$ cat src/rtl/drive_cmd_pkg.sv
// Shared types and constants for the drive command shaping stage.
package drive_cmd_pkg;

  typedef enum logic [1:0] {
    ST_IDLE     = 2'd0,
    ST_RAMP     = 2'd1,
    ST_FAILSAFE = 2'd2
  } state_e;

  localparam int unsigned DIR_MSB = 15;
  localparam int unsigned DIR_LSB = 8;
  localparam int unsigned SPD_MSB = 7;
  localparam int unsigned SPD_LSB = 0;

  localparam logic [7:0] DIR_CENTER_DEF  = 8'h80;
  localparam logic [7:0] SPD_NEUTRAL_DEF = 8'h80;

endpackage

$ cat src/rtl/drive_step_tick.sv
// Free-running prescaler producing a one-cycle ramp step pulse every STEP_DIV cycles.
module drive_step_tick #(
  parameter int unsigned STEP_DIV = 4
) (
  input  logic clk_i,
  input  logic rst_i,
  output logic tick_o
);

  localparam int unsigned CW = (STEP_DIV > 1) ? $clog2(STEP_DIV) : 1;
  localparam logic [CW-1:0] LAST = CW'(STEP_DIV - 1);

  logic [CW-1:0] cnt_q;

  assign tick_o = (cnt_q == LAST);

  always_ff @(posedge clk_i) begin
    if (rst_i) begin
      cnt_q <= '0;
    end else if (tick_o) begin
      cnt_q <= '0;
    end else begin
      cnt_q <= cnt_q + 1'b1;
    end
  end

endmodule

$ cat src/rtl/drive_cmd_shaper.sv
// Command shaper ahead of the PWM block: direction register, slew-limited speed, watchdog.
// Optional build macro CMD_DIR_CLAMP_EN saturates accepted direction to [DIR_MIN, DIR_MAX].
module drive_cmd_shaper
  import drive_cmd_pkg::*;
#(
  parameter int unsigned STEP_DIV    = 4,
  parameter logic [7:0]  STEP        = 8'd8,
  parameter int unsigned TIMEOUT_CYC = 1000,
  parameter logic [7:0]  DIR_CENTER  = DIR_CENTER_DEF,
  parameter logic [7:0]  SPD_NEUTRAL = SPD_NEUTRAL_DEF,
  parameter logic [7:0]  DIR_MIN     = 8'h20,
  parameter logic [7:0]  DIR_MAX     = 8'hE0
) (
  input  logic        clk,
  input  logic        rst,
  input  logic        cmd_valid,
  output logic        cmd_ready,
  input  logic [15:0] cmd_data,
  output logic [15:0] data_out,
  output logic        failsafe,
  output logic        ramping
);

  localparam int unsigned WDW = (TIMEOUT_CYC > 1) ? $clog2(TIMEOUT_CYC) : 1;
  localparam logic [WDW-1:0] WD_LAST = WDW'(TIMEOUT_CYC - 1);

  if (STEP_DIV < 1) begin : g_bad_step_div
    $error("drive_cmd_shaper: STEP_DIV must be at least 1");
  end
  if (STEP == 8'd0) begin : g_bad_step
    $error("drive_cmd_shaper: STEP must be at least 1");
  end
  if (TIMEOUT_CYC < 2) begin : g_bad_timeout
    $error("drive_cmd_shaper: TIMEOUT_CYC must be at least 2");
  end
  if (DIR_MIN > DIR_MAX) begin : g_bad_clamp
    $error("drive_cmd_shaper: DIR_MIN must not exceed DIR_MAX");
  end

  state_e          state_q, state_d;
  logic [7:0]      dir_q, dir_d;
  logic [7:0]      cur_q, cur_d;
  logic [7:0]      tgt_q, tgt_d;
  logic [WDW-1:0]  wd_q, wd_d;
  logic            failsafe_q;
  logic            ramping_q;

  logic            tick;
  logic            accept;
  logic            timeout;
  logic [7:0]      dir_in;
  logic [7:0]      ramp_cur;
  logic signed [8:0] diff;
  logic signed [8:0] mag;

  drive_step_tick #(
    .STEP_DIV (STEP_DIV)
  ) u_step_tick (
    .clk_i  (clk),
    .rst_i  (rst),
    .tick_o (tick)
  );

  assign cmd_ready = ~rst;
  assign accept    = cmd_valid & cmd_ready;
  assign timeout   = (wd_q == WD_LAST) && (state_q != ST_FAILSAFE);

  always_comb begin
    dir_in = cmd_data[DIR_MSB:DIR_LSB];
`ifdef CMD_DIR_CLAMP_EN
    if (dir_in < DIR_MIN) begin
      dir_in = DIR_MIN;
    end else if (dir_in > DIR_MAX) begin
      dir_in = DIR_MAX;
    end
`endif
  end

  // Ramp always works from the registered target, so a same-cycle retarget takes effect next tick.
  always_comb begin
    diff     = $signed({1'b0, tgt_q}) - $signed({1'b0, cur_q});
    mag      = diff[8] ? -diff : diff;
    ramp_cur = cur_q;
    if (tick) begin
      if ($unsigned(mag) <= {1'b0, STEP}) begin
        ramp_cur = tgt_q;
      end else if (diff[8]) begin
        ramp_cur = cur_q - STEP;
      end else begin
        ramp_cur = cur_q + STEP;
      end
    end
  end

  always_comb begin
    dir_d   = dir_q;
    tgt_d   = tgt_q;
    cur_d   = ramp_cur;
    wd_d    = wd_q;
    state_d = state_q;
    if (accept) begin
      dir_d   = dir_in;
      tgt_d   = cmd_data[SPD_MSB:SPD_LSB];
      wd_d    = '0;
      state_d = (tgt_d != cur_d) ? ST_RAMP : ST_IDLE;
    end else if (timeout) begin
      dir_d   = DIR_CENTER;
      tgt_d   = SPD_NEUTRAL;
      state_d = ST_FAILSAFE;
    end else begin
      if (wd_q != WD_LAST) begin
        wd_d = wd_q + 1'b1;
      end
      if (state_q == ST_RAMP && cur_d == tgt_d) begin
        state_d = ST_IDLE;
      end
    end
  end

  always_ff @(posedge clk) begin
    if (rst) begin
      state_q    <= ST_IDLE;
      dir_q      <= DIR_CENTER;
      cur_q      <= SPD_NEUTRAL;
      tgt_q      <= SPD_NEUTRAL;
      wd_q       <= '0;
      failsafe_q <= 1'b0;
      ramping_q  <= 1'b0;
    end else begin
      state_q    <= state_d;
      dir_q      <= dir_d;
      cur_q      <= cur_d;
      tgt_q      <= tgt_d;
      wd_q       <= wd_d;
      failsafe_q <= (state_d == ST_FAILSAFE);
      ramping_q  <= (cur_d != tgt_d);
    end
  end

  assign data_out[DIR_MSB:DIR_LSB] = dir_q;
  assign data_out[SPD_MSB:SPD_LSB] = cur_q;
  assign failsafe = failsafe_q;
  assign ramping  = ramping_q;

endmodule
$ cat config.mk
export PLATFORM = sky130hd
export DESIGN_NAME = drive_cmd_shaper
export DESIGN_NICKNAME = d
export VERILOG_FILES = /design/src/rtl/drive_cmd_pkg.sv /design/src/rtl/drive_step_tick.sv /design/src/rtl/drive_cmd_shaper.sv
export SDC_FILE = /design/constraint.sdc
export NUM_CORES = 1
export LEC_CHECK = 0
export CAP_MARGIN = 20
export CORE_MARGIN = 5
export CORE_UTILIZATION = 50
export CTS_BUF_LIST = sky130_fd_sc_hd__clkbuf_4 sky130_fd_sc_hd__clkbuf_8 sky130_fd_sc_hd__clkbuf_16
export DETAILED_ROUTE_END_ITERATION = 16
export GPL_TIMING_DRIVEN = 0
export PLACE_DENSITY = 0.72
export SKIP_LAST_GASP = 1
export SYNTH_ARGS = -nofsm -noshare
export SYNTH_HDL_FRONTEND = slang
export SYNTH_HIERARCHICAL = 1
export SYNTH_SLANG_ARGS = --single-unit
$ cat constraint.sdc
create_clock -name clk -period 8.7 [get_ports clk]
set_clock_uncertainty 0.15 [all_clocks]
set_input_delay 1.74 -clock clk [delete_from_list [all_inputs] [get_ports clk]]
set_output_delay 1.74 -clock clk [all_outputs]
set_load 0.01 [all_outputs]
==> results of run 1 <==
-- path summary, 6_finish.rpt --
kind | end | slack (ns) | cells after the start
min | u_step_tick/cnt_q[0] | 0.28 | 1
min reg2reg | u_step_tick/cnt_q[0] | 0.28 | 1
max reg2reg | state_q[0] | 3.68 | 19
max | cmd_ready | 3.56 | 4
-- layout make-up --
cell class	count	share of cell area, %
clock buffer	6	2.30
inverter	24	2.51
buffer	13	2.75
tap	75	2.61
sequential	40	22.3
timing repair buffer	37	10.3
clock inverter	2	1.08
multi-input combinational	274	56.2
-- power by group --
group          switching [mW]  total, mW  leakage [nW]  internal [mW]
clock network          0.0712      0.165        0.0614         0.0939
logic                   0.138      0.250          1.04          0.112
registers             0.00893      0.200         0.327          0.191
total                   0.218      0.616          1.43          0.398
-- metal layers --
layer  routed length (um)  track usage (%)  vias to the layer above
met4                  190             8.23                        0
li1                     -                -                     1373
met5                    0                0                        -
met1                 3670             27.8                     1329
met3                  557             4.70                       15
met2                 3680             35.9                      101
-- critical path, cell delays in order --
cell,delay (ns)
clkdlybuf4s50_1,0.54
buf_6,0.16
clkinv_1,0.24
clkdlybuf4s50_1,0.57
-- flip-flops by register name, indices dropped and copies added, names as in the netlist --
register	cells
ramping	1
state_q	2
dir_q	8
wd_q	10
failsafe	1
cur_q	8
u_step_tick/cnt_q	2
tgt_q	8
-- synth_stat cells (3+ instances only) --
cell | instances | area (um^2)
xnor2_1 | 19 | 166
a22o_1 | 7 | 61.3
mux2i_1 | 7 | 70.1
o21a_1 | 3 | 22.5
nand2_1 | 24 | 90.1
nor2_1 | 32 | 120
xor2_1 | 17 | 149
o22ai_1 | 6 | 37.5
clkbuf_1 | 6 | 22.5
ha_1 | 14 | 175
a31oi_1 | 3 | 18.8
dfxtp_1 | 40 | 801
a21o_1 | 5 | 37.5
nand3_1 | 5 | 25.0
or3_1 | 5 | 31.3
nor3_1 | 11 | 55.1
a21oi_1 | 22 | 110
mux2_2 | 4 | 45.0
clkbuf_8 | 3 | 41.3
inv_1 | 22 | 82.6
a22oi_1 | 5 | 37.5
o2111ai_1 | 5 | 43.8
and2_1 | 4 | 25.0
o21ai_0 | 15 | 75.1
o211ai_1 | 4 | 30.0
a211oi_1 | 3 | 22.5
-- cells by family (layout without fill, tap and decap cells) --
logic type	Yosys count	count (layout)
flops	40	40
fa+ha+maj	16	16
mux	14	14
buf+inv	37	82
simple gates	98	98
xor+xnor	37	37
compound gates	109	109
==> flow_summary.yaml, run 1 <==
clock_tree:
  clkTransAtPathRegs_ns: 0.08
  clkSinkCount: 40
  cts_buffers: 5
  htreeDepth: 2
  postCtsHoldBufs: 0
  post_cts_resized: 0
  root_buffer: "clkbuf_8"
  post_cts_buffers: 0
  tritoncts: "done"
  clk_latency_ns: 0.30
  clk_path_buf_depth: 2
flow_run:
  cap_violations: 0
worst_setup_path:
  r2r_start: "tgt_q[0]"
  cp-start-kind: "input port"
  required_ns: 6.81
  crit_arrival_ns: 3.25
  crit_fanout: 8
  path_class: "in2out"
  end_kind: "output port"
  critPathLaunch: "rst"
detailed_routing:
  drc: 0
  via_per_inst: 5.98
  drt_iter0_markers: 139
  vias: 2818
  postRouteAntennaNets: 0
  wire_per_inst_um: 17.2
  first_pass_iters: 4
  drt-total-wl_mm: 8.10
timing:
  worst_slack_ns: 3.56
  max-slew-margin-rel_pct: 51.0
  whs_ns: 0.284
  worst_pin_slew_ns: 0.733
  setup_viol: 0
  finalHoldViolations: 0
  rsz0062_at_grt: "false"
  finalMaxSlewViolations: 0
  period_needed_ns: 5.15
  fmax_mhz: 194
  setup_tns_ns: 0
  min_period_over_period_pct: 59.1
finish:
  fin_util_pct: 61.1
  fin_cells: 471
  syn2layout_area_growth_pct: 19.5
  fin_area_mm2: 0.00359
  final_cell_mix: "dfxtp_1, clkdlybuf4s50_1, nor2_1, nand2_1"
  antenna_cells: 0
  register_area_um2: 801
  final_common_cell: "dfxtp_1"
  multi_input_area_mm2: 0.00202
  nets: 430
  fillers: 533
  layout-drive-gt1-share_pct: 9.09
grt:
  grt.total_usage_pct: 21.8
  grt_max_degree: 14
  grt_pass1_vias: 2859
  grt_overflow_total: 0
  antenna_found_initial: 0
  grt_pass1_wl_mm: 13.3
synthesis:
  ys_seq_area_share_pct: 26.6
  syn_area_per_cell_um2: 8.57
  yosysWarnings: 6
  netlist_area_mm2: 0.00301
  synth_edf_count: 0
  ys_seq_elements: 40
  synthCells: 351
  synth_flop_cell: "dfxtp_1"
  synthAdderAreaFrac_pct: 7.15
  synth.mux.area_fraction_pct: 5.07
  synth-async-reset-ratio_pct: 0
  synth_xor_area_share_pct: 11.0
  syn_nets: 386
  synth.distinct_cells: 75
  synth_compound_area_share_pct: 27.1
  synth-simple-area-share_pct: 16.7
  synth_top_family_by_area: "compound AO/OA/AOI/OAI gates"
die:
  die_w_um: 87.6
  placementRows: 28
  ios: 38
  dieArea_mm2: 0.00767
  start_util_pct: 51.1
  die_y_um: 87.6
  core_mm2: 0.00589
pwr:
  leakage_nw: 1.43
  total_power_mw: 0.616
  max-vdd-ir-drop_uv: 176
  power.density_mw_per_mm2: 171
place:
  place.port_buffers: 37
  dp_worst_setup_slack_ns: 3.53
  dp_hpwl_mm: 6.26
  dp_cells: 463
  placed_cell_area_mm2: 0.00347
  gp_congestion: 0.893
hold_path:
  hold_path.class: "reg2reg"
  min_from: "u_step_tick/cnt_q[0]"
run_status:
  status: "finished clean"
Note: power is estimated with default switching activity, not from simulation.
==> run 2: changes to the inputs <==
==> constraint.sdc (replaced) <==
create_clock -name clk -period 5.37 [get_ports clk]
set_clock_uncertainty 0.15 [all_clocks]
set_input_delay 1.074 -clock clk [delete_from_list [all_inputs] [get_ports clk]]
set_output_delay 1.074 -clock clk [all_outputs]
set_load 0.01 [all_outputs]
==> run 2 against run 1 <==
  * Sequential power is 62% higher
  * Register-to-register slack worse by 3.3 ns
  * Via count is 0.53% higher
  * Highest routed layer unchanged
  * Global-route usage stayed put
==> flow_summary.yaml, run 2 (synthesis gave the netlist of run 1 again) <==
run_status:
  status: "finished clean"
pwr:
  leakage_nw: 1.43
  max-vdd-ir-drop_uv: 284
  power.density_mw_per_mm2: 278
finish:
  syn2layout_area_growth_pct: 19.7
  final_common_cell: "dfxtp_1"
  fin_area_mm2: 0.00360
  antenna_cells: 0
  regMostFlops: "wd_q"
  nets: 430
  final_cell_mix: "dfxtp_1, clkdlybuf4s50_1, nor2_1, nand2_1"
  fin_cells: 471
  fin_util_pct: 61.2
  largest_reg_flops: 10
  layout-drive-gt1-share_pct: 9.34
hold_path:
  whs_path_depth: 1
  min_from: "u_step_tick/cnt_q[0]"
  hold_path.class: "reg2reg"
  hold_path_end: "u_step_tick/cnt_q[0]"
place:
  dp_cells: 463
  place.port_buffers: 37
  placed_cell_area_mm2: 0.00347
  dp_hpwl_mm: 6.26
  gp_congestion: 0.893
detailed_routing:
  postRouteAntennaNets: 0
  wire_per_inst_um: 17.2
  vias: 2833
  first_pass_iters: 4
  drt_iter0_markers: 123
  drc: 0
  drt-total-wl_mm: 8.11
  via_per_inst: 6.01
grt:
  grt_overflow_total: 0
  grt_max_degree: 14
  grt_pass1_vias: 2859
  grt_pass1_wl_mm: 13.3
  antenna_found_initial: 0
  grt.total_usage_pct: 21.8
die:
  dieArea_mm2: 0.00767
  ios: 38
  placementRows: 28
  die_y_um: 87.6
  core_mm2: 0.00589
  die_w_um: 87.6
  start_util_pct: 51.1
worst_setup_path:
  critPathLaunch: "tgt_q[0]"
  reg2reg_slack_ns: 0.40
  end_kind: "flop"
  cp-start-kind: "flop"
  crit_arrival_ns: 4.99
  r2r_cells: 19
  required_ns: 5.39
  crit_family: "compound AO/OA/AOI/OAI gates"
  r2r_start: "tgt_q[0]"
  worst_path_largest_cell_delay_ns: 0.44
  path_class: "reg2reg"
  path_cells: "inv_1 > ha_1 > inv_1 > fa_1 > a211oi_2 > o21ai_0 > a31oi_2 > clkbuf_8 > ha_1 > a21o_1 > a21oi_1 > xor2_1 > xor2_1 > o211ai_1 > o21ai_0 > a21oi_1 > o311ai_1 > o221a_1 > a31oi_1"
  crit_fanout: 13
  slowest_stage: "o311ai_1"
  crit_buf_inv: 3
  critical_path_depth: 19
  r2r-end: "state_q[0]"
timing:
  max-slew-margin-rel_pct: 51.2
  finalMaxSlewViolations: 0
  fmax_mhz: 201
  worst_pin_slew_ns: 0.729
  setup_viol: 0
  finalHoldViolations: 0
  min_period_over_period_pct: 92.5
  period_needed_ns: 4.97
  setup_tns_ns: 0
  rsz0062_at_grt: "false"
clock_tree:
  cts_buffers: 5
  htreeDepth: 2
  clkSinkCount: 40
  clk_latency_ns: 0.30
  tritoncts: "done"
  root_buffer: "clkbuf_8"
  clkTransAtPathRegs_ns: 0.09
  clk_path_buf_depth: 2
flow_run:
  cap_violations: 0
[run 2: per-stage QoR]
step / total power, mW / hold slack, ns / worst slack (ns)
after floorplan: 0.626 / 0.256 / 1.14
final: 1.00 / 0.284 / 0.405
after CTS: 0.995 / 0.286 / 0.381
after global routing: 1.05 / 0.305 / 0.0681
after detailed placement: 0.730 / 0.275 / 0.414
after global placement: 0.726 / 0.266 / 0.449
[run 2: cell type report]
type	count	area, um^2
fill	531	2290
clock inverter	2	38.8
buffer	13	98.8
sequential	40	801
tap	75	93.8
multi-input combinational	274	2020
inverter	24	90.1
timing repair buffer	37	370
clock buffer	6	82.6
[run 2: report_power, final]
group | switching [mW] | leakage, nW | internal, mW
Sequential | 0.0144 | 0.327 | 0.310
Combinational | 0.225 | 1.04 | 0.183
Clock | 0.115 | 0.0614 | 0.152
[run 2: what timing repair did]
item	CTS	global route
hold buffers	0	0
gates resized for setup	0	1
endpoints found under the setup margin	0	1
buffers inserted	0	0
hold endpoints to repair	0	0
[run 2: how the worst max path moves through the flow]
stage	endpoint	slack (ns)
detailed placement	state_q[0]	0.41
floorplan	ramping	1.14
global placement	state_q[0]	0.45
finish	state_q[0]	0.40
global route	state_q[0]	0.07
CTS	state_q[0]	0.38
[run 2: per-layer routing]
layer / GRT usage [%] / part of all wire [%] / routed length (um) / vias up
met2: 35.9 / 45 / 3660 / 116
met5: 0 / 0 / 0 / -
li1: - / - / - / 1373
met3: 4.70 / 7.4 / 599 / 15
met4: 8.23 / 2.5 / 201 / 0
met1: 27.8 / 45 / 3650 / 1329
